### config.mk
export PLATFORM = sky130hd
export DESIGN_NAME = ps2_rx
export DESIGN_NICKNAME = d
export VERILOG_FILES = /design/src/rtl/ps2_pkg.sv /design/src/rtl/byte_fifo.sv /design/src/rtl/ps2_rx.sv
export SDC_FILE = /design/constraint.sdc
export NUM_CORES = 1
export LEC_CHECK = 0
export BUFFER_PORTS_ARGS = -buffer_cell sky130_fd_sc_hd__buf_2
export CORE_UTILIZATION = 49
export DETAILED_ROUTE_END_ITERATION = 10
export PLACE_DENSITY = 0.63
export SYNTH_ARGS = -nofsm -noshare
export SYNTH_HDL_FRONTEND = slang
export SYNTH_SLANG_ARGS = --single-unit
### constraint.sdc
create_clock -name clk -period 5.7 [get_ports clk]
set_clock_uncertainty 0.15 [all_clocks]
set_input_delay 0.285 -clock clk [delete_from_list [all_inputs] [get_ports clk]]
set_output_delay 0.285 -clock clk [all_outputs]
set_load 0.05 [all_outputs]
### src/rtl/ps2_pkg.sv
// Shared PS/2 frame constants, receiver FSM encoding and the frame
// acceptance rule used by the receiver.
package ps2_pkg;

  localparam int       FRAME_BITS = 11;    // start + 8 data + parity + stop
  localparam int       DATA_BITS  = 8;
  localparam logic     ODD_PARITY = 1'b1;  // data + parity must hold an odd count of ones

  typedef enum logic [1:0] {
    IDLE   = 2'd0,
    DATA   = 2'd1,
    PARITY = 2'd2,
    STOP   = 2'd3
  } ps2_state_t;

  function automatic logic frame_good(input logic [DATA_BITS-1:0] data,
                                      input logic                 parity,
                                      input logic                 stop);
    return stop && ((^{data, parity}) == ODD_PARITY);
  endfunction

endpackage

### src/rtl/byte_fifo.sv
// Byte FIFO with a registered head output; DEPTH must be a power of two, >= 2.
// A push while full is accepted only when a pop happens in the same cycle.
module byte_fifo #(
  parameter int DEPTH = 4
) (
  input  logic       clk,
  input  logic       rst,
  input  logic       push,
  input  logic [7:0] din,
  input  logic       pop,
  output logic [7:0] dout,
  output logic       full,
  output logic       empty
);

  localparam int AW = $clog2(DEPTH);

  logic [7:0]  mem [DEPTH];
  logic [AW-1:0] wr_ptr;
  logic [AW-1:0] rd_ptr;
  logic [AW:0]   count;
  logic          pop_ok;
  logic          push_ok;

  assign full    = (count == (AW+1)'(DEPTH));
  assign empty   = (count == '0);
  assign pop_ok  = pop && !empty;
  assign push_ok = push && (!full || pop_ok);

  always_ff @(posedge clk) begin
    if (push_ok) mem[wr_ptr] <= din;
  end

  always_ff @(posedge clk) begin
    if (rst) begin
      wr_ptr <= '0;
      rd_ptr <= '0;
      count  <= '0;
      dout   <= 8'h00;
    end else begin
      if (push_ok) wr_ptr <= wr_ptr + AW'(1);
      if (pop_ok)  rd_ptr <= rd_ptr + AW'(1);
      case ({push_ok, pop_ok})
        2'b10:   count <= count + (AW+1)'(1);
        2'b01:   count <= count - (AW+1)'(1);
        default: count <= count;
      endcase
      // The head register holds its last value when a pop drains the FIFO.
      if (pop_ok) begin
        if (count > (AW+1)'(1)) dout <= mem[rd_ptr + AW'(1)];
        else if (push_ok)       dout <= din;
      end else if (push_ok && empty) begin
        dout <= din;
      end
    end
  end

endmodule

### src/rtl/ps2_rx.sv
// PS/2 device-to-host receiver: pin synchronizers, falling-edge detect,
// frame FSM with inactivity timeout, and a byte FIFO toward the consumer.
module ps2_rx
  import ps2_pkg::*;
#(
  parameter int FIFO_DEPTH     = 4,
  parameter int TIMEOUT_CYCLES = 50000,
  parameter int SYNC_STAGES    = 2
) (
  input  logic       clk,
  input  logic       rst,
  input  logic       ps2_clk,
  input  logic       ps2_data,
  output logic [7:0] rx_data,
  output logic       rx_valid,
  input  logic       rx_ready,
  output logic       frame_err,
  output logic       overflow
);

  localparam int TW = $clog2(TIMEOUT_CYCLES + 1);
  localparam int BW = $clog2(DATA_BITS);

  logic [SYNC_STAGES-1:0] clk_sync;
  logic [SYNC_STAGES-1:0] data_sync;
  logic                   clk_s;
  logic                   data_s;
  logic                   clk_prev;
  logic                   fall;

  ps2_state_t           state, state_n;
  logic [BW-1:0]        bit_cnt, bit_cnt_n;
  logic [DATA_BITS-1:0] shift_reg, shift_n;
  logic                 parity_bit, parity_n;
  logic [TW-1:0]        tmo_cnt, tmo_n;
  logic                 done;
  logic                 timeout_hit;
  logic                 good;

  logic                 push_q;
  logic [7:0]           push_byte;
  logic                 err_q;
  logic                 fifo_full;
  logic                 fifo_empty;

  // Synchronizers load the idle-high level in reset so release makes no edge.
  always_ff @(posedge clk) begin
    if (rst) begin
      clk_sync  <= '1;
      data_sync <= '1;
      clk_prev  <= 1'b1;
    end else begin
      clk_sync  <= SYNC_STAGES'({clk_sync, ps2_clk});
      data_sync <= SYNC_STAGES'({data_sync, ps2_data});
      clk_prev  <= clk_s;
    end
  end

  assign clk_s  = clk_sync[SYNC_STAGES-1];
  assign data_s = data_sync[SYNC_STAGES-1];
  assign fall   = clk_prev && !clk_s;
  assign good   = frame_good(shift_reg, parity_bit, data_s);

  always_ff @(posedge clk) begin
    if (rst) begin
      state      <= IDLE;
      bit_cnt    <= '0;
      shift_reg  <= '0;
      parity_bit <= 1'b0;
      tmo_cnt    <= '0;
      push_q     <= 1'b0;
      push_byte  <= 8'h00;
      err_q      <= 1'b0;
    end else begin
      state      <= state_n;
      bit_cnt    <= bit_cnt_n;
      shift_reg  <= shift_n;
      parity_bit <= parity_n;
      tmo_cnt    <= tmo_n;
      push_q     <= done && good;
      push_byte  <= shift_reg;
      err_q      <= (done && !good) || timeout_hit;
    end
  end

  always_comb begin
    state_n     = state;
    bit_cnt_n   = bit_cnt;
    shift_n     = shift_reg;
    parity_n    = parity_bit;
    tmo_n       = tmo_cnt;
    done        = 1'b0;
    timeout_hit = 1'b0;

    if (state == IDLE || fall) tmo_n = '0;
    else                       tmo_n = tmo_cnt + TW'(1);

    case (state)
      IDLE: begin
        if (fall && !data_s) begin
          state_n   = DATA;
          bit_cnt_n = '0;
        end
      end
      DATA: begin
        if (fall) begin
          shift_n   = {data_s, shift_reg[DATA_BITS-1:1]};
          bit_cnt_n = bit_cnt + BW'(1);
          if (bit_cnt == BW'(DATA_BITS - 1)) state_n = PARITY;
        end
      end
      PARITY: begin
        if (fall) begin
          parity_n = data_s;
          state_n  = STOP;
        end
      end
      STOP: begin
        if (fall) begin
          done    = 1'b1;
          state_n = IDLE;
        end
      end
      default: state_n = IDLE;
    endcase

    // A stalled device clock abandons the partial frame.
    if (state != IDLE && !fall && tmo_cnt == TW'(TIMEOUT_CYCLES - 1)) begin
      timeout_hit = 1'b1;
      state_n     = IDLE;
      tmo_n       = '0;
      shift_n     = '0;
    end
  end

  byte_fifo #(
    .DEPTH (FIFO_DEPTH)
  ) u_fifo (
    .clk   (clk),
    .rst   (rst),
    .push  (push_q),
    .din   (push_byte),
    .pop   (rx_ready),
    .dout  (rx_data),
    .full  (fifo_full),
    .empty (fifo_empty)
  );

  assign rx_valid  = !fifo_empty;
  assign frame_err = err_q;
  // push_q follows a good stop edge, so it never coincides with err_q.
  assign overflow  = push_q && fifo_full && !(rx_ready && rx_valid);

endmodule

==> results of run 1 <==
==> report_power, final <==
part | total, uW | switching [uW] | internal [uW]
combinational | 316 | 203 | 113
clock | 389 | 229 | 160
sequential | 745 | 37.4 | 708
total | 1450 | 469 | 981
==> metal layers <==
layer	up-vias	wire, um
met5	-	0
met4	0	51
met3	4	159
met2	23	2790
met1	1074	3120
li1	1198	-
==> worst max-delay path, delay by kind of cell (launching register included) <==
kind	cells	cell delay [ns]
adder cells (fa/ha/maj)	1	0.27
AND/OR/NAND/NOR	1	0.36
buffers and inverters	3	0.50
flip-flops	1	0.34
==> what timing repair did <==
item / 4_1_cts / 5_1_grt
hold endpoints to repair: 2 / 0
hold buffers: 2 / 0
buffers inserted: 0 / 0
setup endpoints to repair: 0 / 0
==> cells in the mapped netlist, types with 2 or more instances <==
master | instances | area (um2)
dfxtp_1 | 60 | 1200
nor2_1 | 33 | 124
edfxtp_1 | 32 | 961
mux2i_1 | 23 | 230
ha_1 | 16 | 200
nor3_1 | 12 | 60.1
xor2_1 | 12 | 105
inv_1 | 11 | 41.3
nor2b_1 | 11 | 68.8
a211oi_1 | 10 | 75.1
nand2_1 | 9 | 33.8
nand3_1 | 9 | 45.0
and2_1 | 8 | 50.1
mux4_2 | 8 | 180
buf_2 | 7 | 35.0
clkbuf_1 | 7 | 26.3
or2_2 | 7 | 43.8
a21oi_1 | 5 | 25.0
nand2b_1 | 5 | 31.3
nand4_1 | 5 | 31.3
xnor2_1 | 5 | 43.8
and3_1 | 4 | 25.0
and4_1 | 3 | 26.3
nand3b_1 | 3 | 22.5
o21ai_0 | 3 | 15.0
or3_1 | 3 | 18.8
xnor3_1 | 2 | 45.0
==> cells in the final DEF (no fill, tap or decap), types with 5 or more instances in the layout <==
master	synthesis	layout
a211oi_1	10	10
a21oi_1	5	5
and2_1	8	8
buf_2	7	15
clkbuf_8	0	9
dfxtp_1	60	60
edfxtp_1	32	32
ha_1	16	16
inv_1	11	11
mux2i_1	23	23
mux4_2	8	8
nand2_1	9	9
nand2b_1	5	5
nand3_1	9	9
nand4_1	5	5
nor2_1	33	33
nor2b_1	11	11
nor3_1	12	12
or2_2	7	7
xnor2_1	5	5
xor2_1	12	12
==> worst min-delay path by stage <==
| stage | slack, ns | from | endpoint | cells past startpoint |
|---|---|---|---|---|
| floorplan | 0.24 | ps2_clk | clk_sync[0] | 1 |
| global placement | 0.25 | data_sync[0] | data_sync[1] | 1 |
| detailed placement | 0.24 | data_sync[0] | data_sync[1] | 1 |
| CTS | 0.19 | rx_ready | u_fifo.rd_ptr[0] | 4 |
| global route | 0.21 | rx_ready | u_fifo.rd_ptr[0] | 4 |
| finish | 0.20 | rx_ready | u_fifo.rd_ptr[0] | 4 |
==> through the flow <==
| step | cell area [um2] | instances | hold slack (ns) | util (%) | setup slack (ns) |
|---|---|---|---|---|---|
| finish | 4280 | 452 | 0.202 | 55.1 | 3.45 |
| global route | 4280 | 452 | 0.212 | 55.1 | 3.25 |
| CTS | 4280 | 452 | 0.188 | 55.1 | 3.45 |
| detailed placement | 4090 | 434 | 0.245 | 52.6 | 3.64 |
| global placement | 4090 | 434 | 0.245 | 52.6 | 3.70 |
| floorplan | 3960 | 332 | 0.239 | - | 3.35 |
==> logic make-up (layout without fill, tap and decap cells) <==
| kind of cell | count (synthesis) | in the layout | synth area share (%) |
|---|---|---|---|
| fa+ha+maj | 16 | 16 | 5.06 |
| compound gates | 27 | 27 | 5.28 |
| xor+xnor | 19 | 19 | 4.90 |
| mux | 31 | 31 | 10.4 |
| flops | 92 | 92 | 54.7 |
| simple gates | 121 | 121 | 16.9 |
| buf+inv | 26 | 44 | 2.78 |
==> area by class of cell <==
class,count,share of cell area [%]
multi-input cells,214,39.3
clock inverters,7,1.17
flip-flops and latches,92,50.5
repair buffers,17,2.22
clock buffers,9,2.89
well taps,102,2.98
inverters,11,0.964
==> results_dict.tcl, run 1 <==
set metrics [dict create \
    crit_chain "inv_1 > ha_1 > nor2b_1 > inv_1 > buf_2" \
    drt_first_pass_iters 4 \
    leakagePower_uw 0.00167 \
    dieArea_mm2 0.00843 \
    drc 0 \
    synth-seq-cells 92 \
    regMostFlops "u_fifo.mem" \
    rsz0062_at_grt "no" \
    drive_gt1_share_pct 14.9 \
    grt.busiest_layer "met2" \
    finalCriticalPeriod_ns 2.25 \
    synth_edf_count 32 \
    path_common_cell "inv_1" \
    detail_route.wl_per_cell_um 13.5 \
    cts.sink_count 92 \
    end_kind "output port" \
    root_buffer "clkbuf_8" \
    seq_area_frac_synth_pct 54.7 \
    numCtsBuffers 9 \
    fillCellCount 665 \
    design.portCount 16 \
    ctsResizeCount 0 \
    viasPerCell 5.09 \
    yosys_most_used_dff "dfxtp_1" \
    hold_path.class "input port to flop" \
    final.period_utilization_pct 39.5 \
    relSlewSlack_pct 58.5 \
    reg.largest.list "u_fifo.mem (32), tmo_cnt (16)" \
    start_kind "flop" \
    floorplan.initialDensity_pct 50.9 \
    wl_um 6120 \
    place.gp.congestion 0.725 \
    syn_to_final_growth_pct 8.29 \
    fp.dieH_um 91.8 \
    syn_nets 353 \
    crit_end "rx_valid" \
    grt_pass1_vias 2239 \
    clkLatencyLatePin_ns 0.35 \
    synthesis.area_mm2 0.00396 \
    cts_max_level 3 \
    multi_input_area_mm2 0.00168 \
    max_freq_ghz 0.445 \
    track_usage_pct 16.1 \
    path_class "flop to output port" \
    io_buffers 15 \
    worstPathArrival_ns 1.81 \
    worst_pin_slew_ns 0.622 \
    required_ns 5.27 \
    r2r_cells 6 \
    met3_usage_pct 4.48 \
    row_count 32 \
    yosys_warnings 0 \
    synth_area_per_cell_um2 11.9 \
    dr_total_vias 2299 \
    cpPeakStageDelay_ns 0.36 \
    cts.path.max_buffers 2 \
    cts.clk_slew.worst_paths_ns 0.09 \
    grt_pass1_wl_um 10400 \
    async_flop_share_pct 0 \
    finalSetupTns_ns 0 \
    grt_overflow 0 \
    p_per_area_mw_per_mm2 339 \
    synth_cells 332 \
    largest_reg_flops 32 \
    core_area_mm2 0.00777 \
    grt_use_met2_pct 25.6 \
    outcome "complete, no violations" \
    grt_util_met1_pct 21.0 \
    max_cap_viol_count 0 \
    peakVddDrop_mv 0.137 \
    antenna_found_initial 0 \
    grt_max_degree 35 \
    regArea_mm2 0.00216 \
    finalSetupViolations 0 \
    crit_start "u_fifo.count[0]" \
    antennaDiodeCount 0 \
    timing.rr.start "state[0]" \
    r2r-end "state[1]" \
    power_uw 1450 \
    dp_hpwl_um 4300 \
    num-nets-final 366 \
    critPathSlowestCell "nor2b_1" \
    die_x_um 91.8 \
    r2r_slack_ns 3.59 \
    drt-initial-drc-count 68 \
    crit_fanout 6 \
    cts_tree "done" \
    drv_slew 0 \
    synth.distinct_cells 46 \
    route.antenna.remaining_nets 0 \
    hold_viol 0 \
]
Power figures use the tool's default switching activity.
==> run 2: changes to the inputs <==
--- a/config.mk
+++ b/config.mk
@@ -5,10 +5,11 @@
 export SDC_FILE = /design/constraint.sdc
 export NUM_CORES = 1
 export LEC_CHECK = 0
+export ABC_AREA = 1
 export BUFFER_PORTS_ARGS = -buffer_cell sky130_fd_sc_hd__buf_2
 export CORE_UTILIZATION = 49
 export DETAILED_ROUTE_END_ITERATION = 10
-export PLACE_DENSITY = 0.63
+export PLACE_DENSITY = 0.65
 export SYNTH_ARGS = -nofsm -noshare
 export SYNTH_HDL_FRONTEND = slang
 export SYNTH_SLANG_ARGS = --single-unit
==> constraint.sdc (replaced) <==
create_clock -name clk -period 2.05 [get_ports clk]
set_clock_uncertainty 0.15 [all_clocks]
set_input_delay 0.1025 -clock clk [delete_from_list [all_inputs] [get_ports clk]]
set_output_delay 0.1025 -clock clk [all_outputs]
set_load 0.05 [all_outputs]
==> results_dict.tcl, run 2 <==
set metrics [dict create \
    post-place-ws_ns 0.190 \
    drv_slew 0 \
    clkLatencyLatePin_ns 0.35 \
    required_ns 2.14 \
    synth_cells 452 \
    row_count 32 \
    leakagePower_uw 0.00174 \
    finalSetupTns_ns 0 \
    start_kind "flop" \
    drt_first_pass_iters 4 \
    worst_pin_slew_ns 0.501 \
    post-cts-setup-buffers 0 \
    max_cap_viol_count 0 \
    antenna_found_initial 0 \
    numCtsBuffers 9 \
    worstPathArrival_ns 1.98 \
    grt_pass1_wl_um 12800 \
    yosys_warnings 0 \
    io_buffers 15 \
    p_per_area_mw_per_mm2 1010 \
    largest_reg_flops 32 \
    peakVddDrop_mv 0.576 \
    grt_overflow 0 \
    yosysMostFrequentCell "nand2_1" \
    dp_cells 566 \
    track_usage_pct 18.8 \
    drt-initial-drc-count 117 \
    yosys-top-cells-count "nand2_1, dfxtp_1, inv_1" \
    setup_slack_ns 0.158 \
    die_x_um 93.4 \
    syn_to_final_growth_pct 10.4 \
    synth.distinct_cells 40 \
    relSlewSlack_pct 66.6 \
    final.period_utilization_pct 92.3 \
    fp.dieH_um 93.4 \
    cts.path.max_buffers 2 \
    cts_max_level 3 \
    layout_commonest_cell "nand2_1" \
    num-nets-final 500 \
    hold_viol 0 \
    regMostFlops "u_fifo.mem" \
    grt_max_degree 17 \
    route.antenna.remaining_nets 0 \
    dp_hpwl_um 5450 \
    viasPerCell 5.08 \
    syn_nets 473 \
    reg.largest.list "u_fifo.mem (32), tmo_cnt (16)" \
    synthesis.area_mm2 0.00409 \
    grt_pass1_vias 2784 \
    cts_tree "done" \
    finalCriticalPeriod_ns 1.89 \
    final_cell_count_no_fill 586 \
    cts.sink_count 92 \
    hold_path.class "flop to flop" \
    synth_area_per_cell_um2 9.05 \
    layout_common_cells "nand2_1, dfxtp_1, inv_1" \
    rsz0062_at_grt "no" \
    dieArea_mm2 0.00872 \
    drive_gt1_share_pct 18.4 \
    async_flop_share_pct 0 \
    place.gp.congestion 0.831 \
    seq_area_frac_synth_pct 52.8 \
    synth_top_area_share_pct 29.3 \
    dr_total_vias 2975 \
    design.portCount 16 \
    detail_route.wl_per_cell_um 12.6 \
    finalSetupViolations 0 \
    synth_edf_count 32 \
    yosys_most_used_dff "dfxtp_1" \
    cts.clk_slew.worst_paths_ns 0.09 \
    crit_fanout 14 \
    antennaDiodeCount 0 \
    ys_top_cells_by_area "dfxtp_1, edfxtp_1, nand2_1" \
    path_class "flop to flop" \
    root_buffer "clkbuf_8" \
    wl_um 7370 \
    floorplan.initialDensity_pct 51.9 \
    yosysTopAreaCell "dfxtp_1" \
    drc 0 \
    outcome "complete, no violations" \
    max_freq_ghz 0.528 \
    synth-seq-cells 92 \
    core_area_mm2 0.00789 \
    end_kind "flop" \
]
## run 2: cell count changes after synthesis, moves of 9 or more
cell and delta:
nand2_1 +79, inv_1 +34, a21oi_1 +25, mux2i_1 -23, o21ai_0 +23, nand3_1 +15, nor2_2 +13, nor2b_1 -11
a211oi_1 -10, inv_2 +9
## run 2: logic make-up after synthesis
| family | share of synthesized area [%] |
|---|---|
| AO/OA/AOI/OAI | 11.7 |
| adder cells (fa/ha/maj) | 4.89 |
| buffers and inverters | 6.76 |
| flip-flops | 52.8 |
| XOR/XNOR | 1.28 |
| AND/OR/NAND/NOR | 22.5 |
## run 2: critical path, cell delays in order, from the launching register on
cell	delay [ns]
dfxtp_1	0.35
inv_1	0.11
ha_1	0.48
inv_1	0.10
o21ai_1	0.15
o31ai_1	0.08
nand2_1	0.13
inv_1	0.07
o21ai_0	0.08
a21oi_1	0.08
## run 2: final cells by class
cell class	instances	area (um2)
multi-input cells	296	1660
repair buffers	26	170
inverters	54	203
flip-flops and latches	92	2160
fillers	686	3370
clock inverters	7	76.3
well taps	102	128
clock buffers	9	124
## run 2: where the power goes
part / total (uW) / switching, uW / internal [uW]
logic: 1240 / 869 / 370
registers: 2110 / 124 / 1990
clock network: 1210 / 639 / 570
total: 4560 / 1630 / 2930
## run 2: path summary, 6_finish.rpt
check / startpoint / cells after the start / slack [ns] / to
setup / recovery: state[1] / 9 / 0.16 / state[0]
setup reg to reg: state[1] / 9 / 0.16 / state[0]
hold / removal: clk_sync[0] / 1 / 0.26 / clk_sync[1]
hold reg to reg: clk_sync[0] / 1 / 0.26 / clk_sync[1]
## run 2: stage by stage
step	total power (uW)	cell area, um2	hold WS, ns	utilization, %
after floorplan	3160	4090	0.0563	-
after global placement	3370	4270	0.135	54.2
after detailed placement	3380	4270	0.139	54.2
after CTS	4600	4510	0.267	57.2
after global routing	4840	4520	0.278	57.3
final	4560	4520	0.263	57.3
## run 2: timing repair
item	in CTS	in global routing
resized for setup	0	3
endpoints found under the setup margin	0	3
endpoints found under the hold margin	14	0
hold buffers	4	0
## run 2: per-layer routing
metal | vias to the layer above | part of all wire [%] | routed length, um | GRT usage (%)
met5 | - | 0 | 0 | 0
met1 | 1364 | 50 | 3680 | 25.9
met2 | 56 | 45 | 3280 | 29.7
met4 | 0 | 0.92 | 68 | 4.74
li1 | 1549 | - | - | -
met3 | 6 | 4.6 | 337 | 4.80
==> run 3: changes to the inputs <==
--- a/config.mk
+++ b/config.mk
@@ -5,8 +5,8 @@
 export SDC_FILE = /design/constraint.sdc
 export NUM_CORES = 1
 export LEC_CHECK = 0
-export ABC_AREA = 1
 export BUFFER_PORTS_ARGS = -buffer_cell sky130_fd_sc_hd__buf_2
+export CAP_MARGIN = 15
 export CORE_UTILIZATION = 49
 export DETAILED_ROUTE_END_ITERATION = 10
 export PLACE_DENSITY = 0.65
==> results_dict.tcl, run 3 (synthesized netlist as in run 1, its figures left out) <==
set metrics [dict create \
    start_kind "flop" \
    place.gp.congestion 0.752 \
    num-nets-final 379 \
    row_count 32 \
    hold_path.class "input port to flop" \
    track_usage_pct 17.6 \
    finalSetupViolations 0 \
    hold_viol 0 \
    viasPerCell 5.14 \
    worstPathArrival_ns 2.00 \
    layout_common_cells "dfxtp_1, nor2_1, edfxtp_1" \
    dieArea_mm2 0.00843 \
    detail_route.wl_per_cell_um 14.2 \
    end_kind "flop" \
    fp.dieH_um 91.8 \
    drive_gt1_share_pct 18.7 \
    layout_commonest_cell "dfxtp_1" \
    power_uw 4100 \
    syn_to_final_growth_pct 11.6 \
    grt_max_degree 22 \
    io_buffers 15 \
    leakagePower_uw 0.00175 \
    outcome "complete, no violations" \
    crit_fanout 4 \
    rsz0062_at_grt "yes" \
    reg.largest.list "u_fifo.mem (32), tmo_cnt (16)" \
    cts_max_level 3 \
    design.portCount 16 \
    final.period_utilization_pct 93.0 \
    finalCriticalPeriod_ns 1.91 \
    max_freq_ghz 0.524 \
    cts.path.max_buffers 2 \
    finalSetupTns_ns 0 \
    grt_overflow 0 \
    path_class "flop to flop" \
    clkLatencyLatePin_ns 0.36 \
    grt_pass1_wl_um 11500 \
    antennaDiodeCount 0 \
    cts_tree "done" \
    cpPeakStageDelay_ns 0.36 \
    required_ns 2.14 \
    grt_pass1_vias 2370 \
    max_cap_viol_count 0 \
    wl_um 6610 \
    peakVddDrop_mv 0.365 \
    regMostFlops "u_fifo.mem" \
    dp_hpwl_um 4720 \
    floorplan.initialDensity_pct 50.9 \
    drt-initial-drc-count 104 \
    crit_chain "inv_1 > ha_1 > or2_2 > a222oi_1 > buf_4 > mux2i_1 > nor2_2" \
    dr_total_vias 2388 \
    drv_slew 0 \
    core_area_mm2 0.00777 \
    drt_first_pass_iters 4 \
    cts.clk_slew.worst_paths_ns 0.09 \
    drc 0 \
    cts.sink_count 92 \
    post-cts-setup-buffers 0 \
    p_per_area_mw_per_mm2 929 \
    worst_pin_slew_ns 0.442 \
    route.antenna.remaining_nets 0 \
    root_buffer "clkbuf_8" \
    numCtsBuffers 9 \
    antenna_found_initial 0 \
    critPathSlowestCell "dfxtp_2" \
    relSlewSlack_pct 70.5 \
    largest_reg_flops 32 \
    die_x_um 91.8 \
]
run 3: cell count changes in the layout (fill, tap and decap cells not counted), sizes merged, moves of 10 or more:
cell	change
mux2i	+23
nand2	-90
a211oi	+10
nand3	-17
o21ai	-28
nor2b	+11
a21oi	-29
inv	-42
run 3: layer usage:
layer  up-vias  track usage [%]  routed length [um]
met5         -                0                   0
met4         0             7.42                  97
li1       1227                -                   -
met3         7             3.98                 173
met1      1124             23.8                3300
met2        30             27.1                3040
run 3: metrics by stage:
step / hold slack [ns] / util, % / worst slack [ns] / instance area, um2 / instances
floorplan: 0.0563 / - / 0.135 / 3960 / 332
CTS: 0.0169 / 56.7 / 0.0440 / 4410 / 465
global route: 0.0304 / 56.8 / -0.00845 / 4410 / 465
finish: 0.0327 / 56.8 / 0.143 / 4410 / 465
detailed placement: 0.139 / 53.8 / 0.0767 / 4180 / 444
global placement: 0.137 / 53.8 / 0.154 / 4180 / 444
run 3: worst paths after layout:
path                                   start               end  slack (ns)  cells past startpoint
worst min register to register  data_sync[0]      data_sync[1]        0.27                      1
worst max register to register      state[0]          state[1]        0.14                      7
worst min-delay path                rx_ready  u_fifo.rd_ptr[0]        0.03                      4
worst max-delay path                state[0]          state[1]        0.14                      7
run 3: worst max-delay path, delay by kind of cell (launching register included):
family                     cells  cell delay [ns]
and+or+nand+nor                2             0.33
DFF                            1             0.36
AOI/OAI and AO/OA              1             0.27
muxes                          1             0.20
buffers and inverters          2             0.26
adders and majority gates      1             0.22
run 3: cell type report:
cell class / count / area, um2
Clock inverter: 7 / 48.8
Inverter: 11 / 41.3
Tap cell: 102 / 128
Sequential cell: 92 / 2160
Fill cell: 643 / 3350
Clock buffer: 9 / 124
Multi-Input combinational cell: 214 / 1690
Timing Repair Buffer: 30 / 215
run 3: repair_timing:
action                                  4_1_cts  5_1_grt
hold endpoints to repair                      9        0
resized for setup                             1        4
endpoints found under the setup margin        1       18
pin swaps                                     0        0
hold buffers                                  5        0
run 3: report_power, final:
| part | switching, uW | internal [uW] |
|---|---|---|
| clock network | 636 | 445 |
| registers | 92.0 | 1970 |
| logic | 596 | 360 |
| total | 1320 | 2780 |
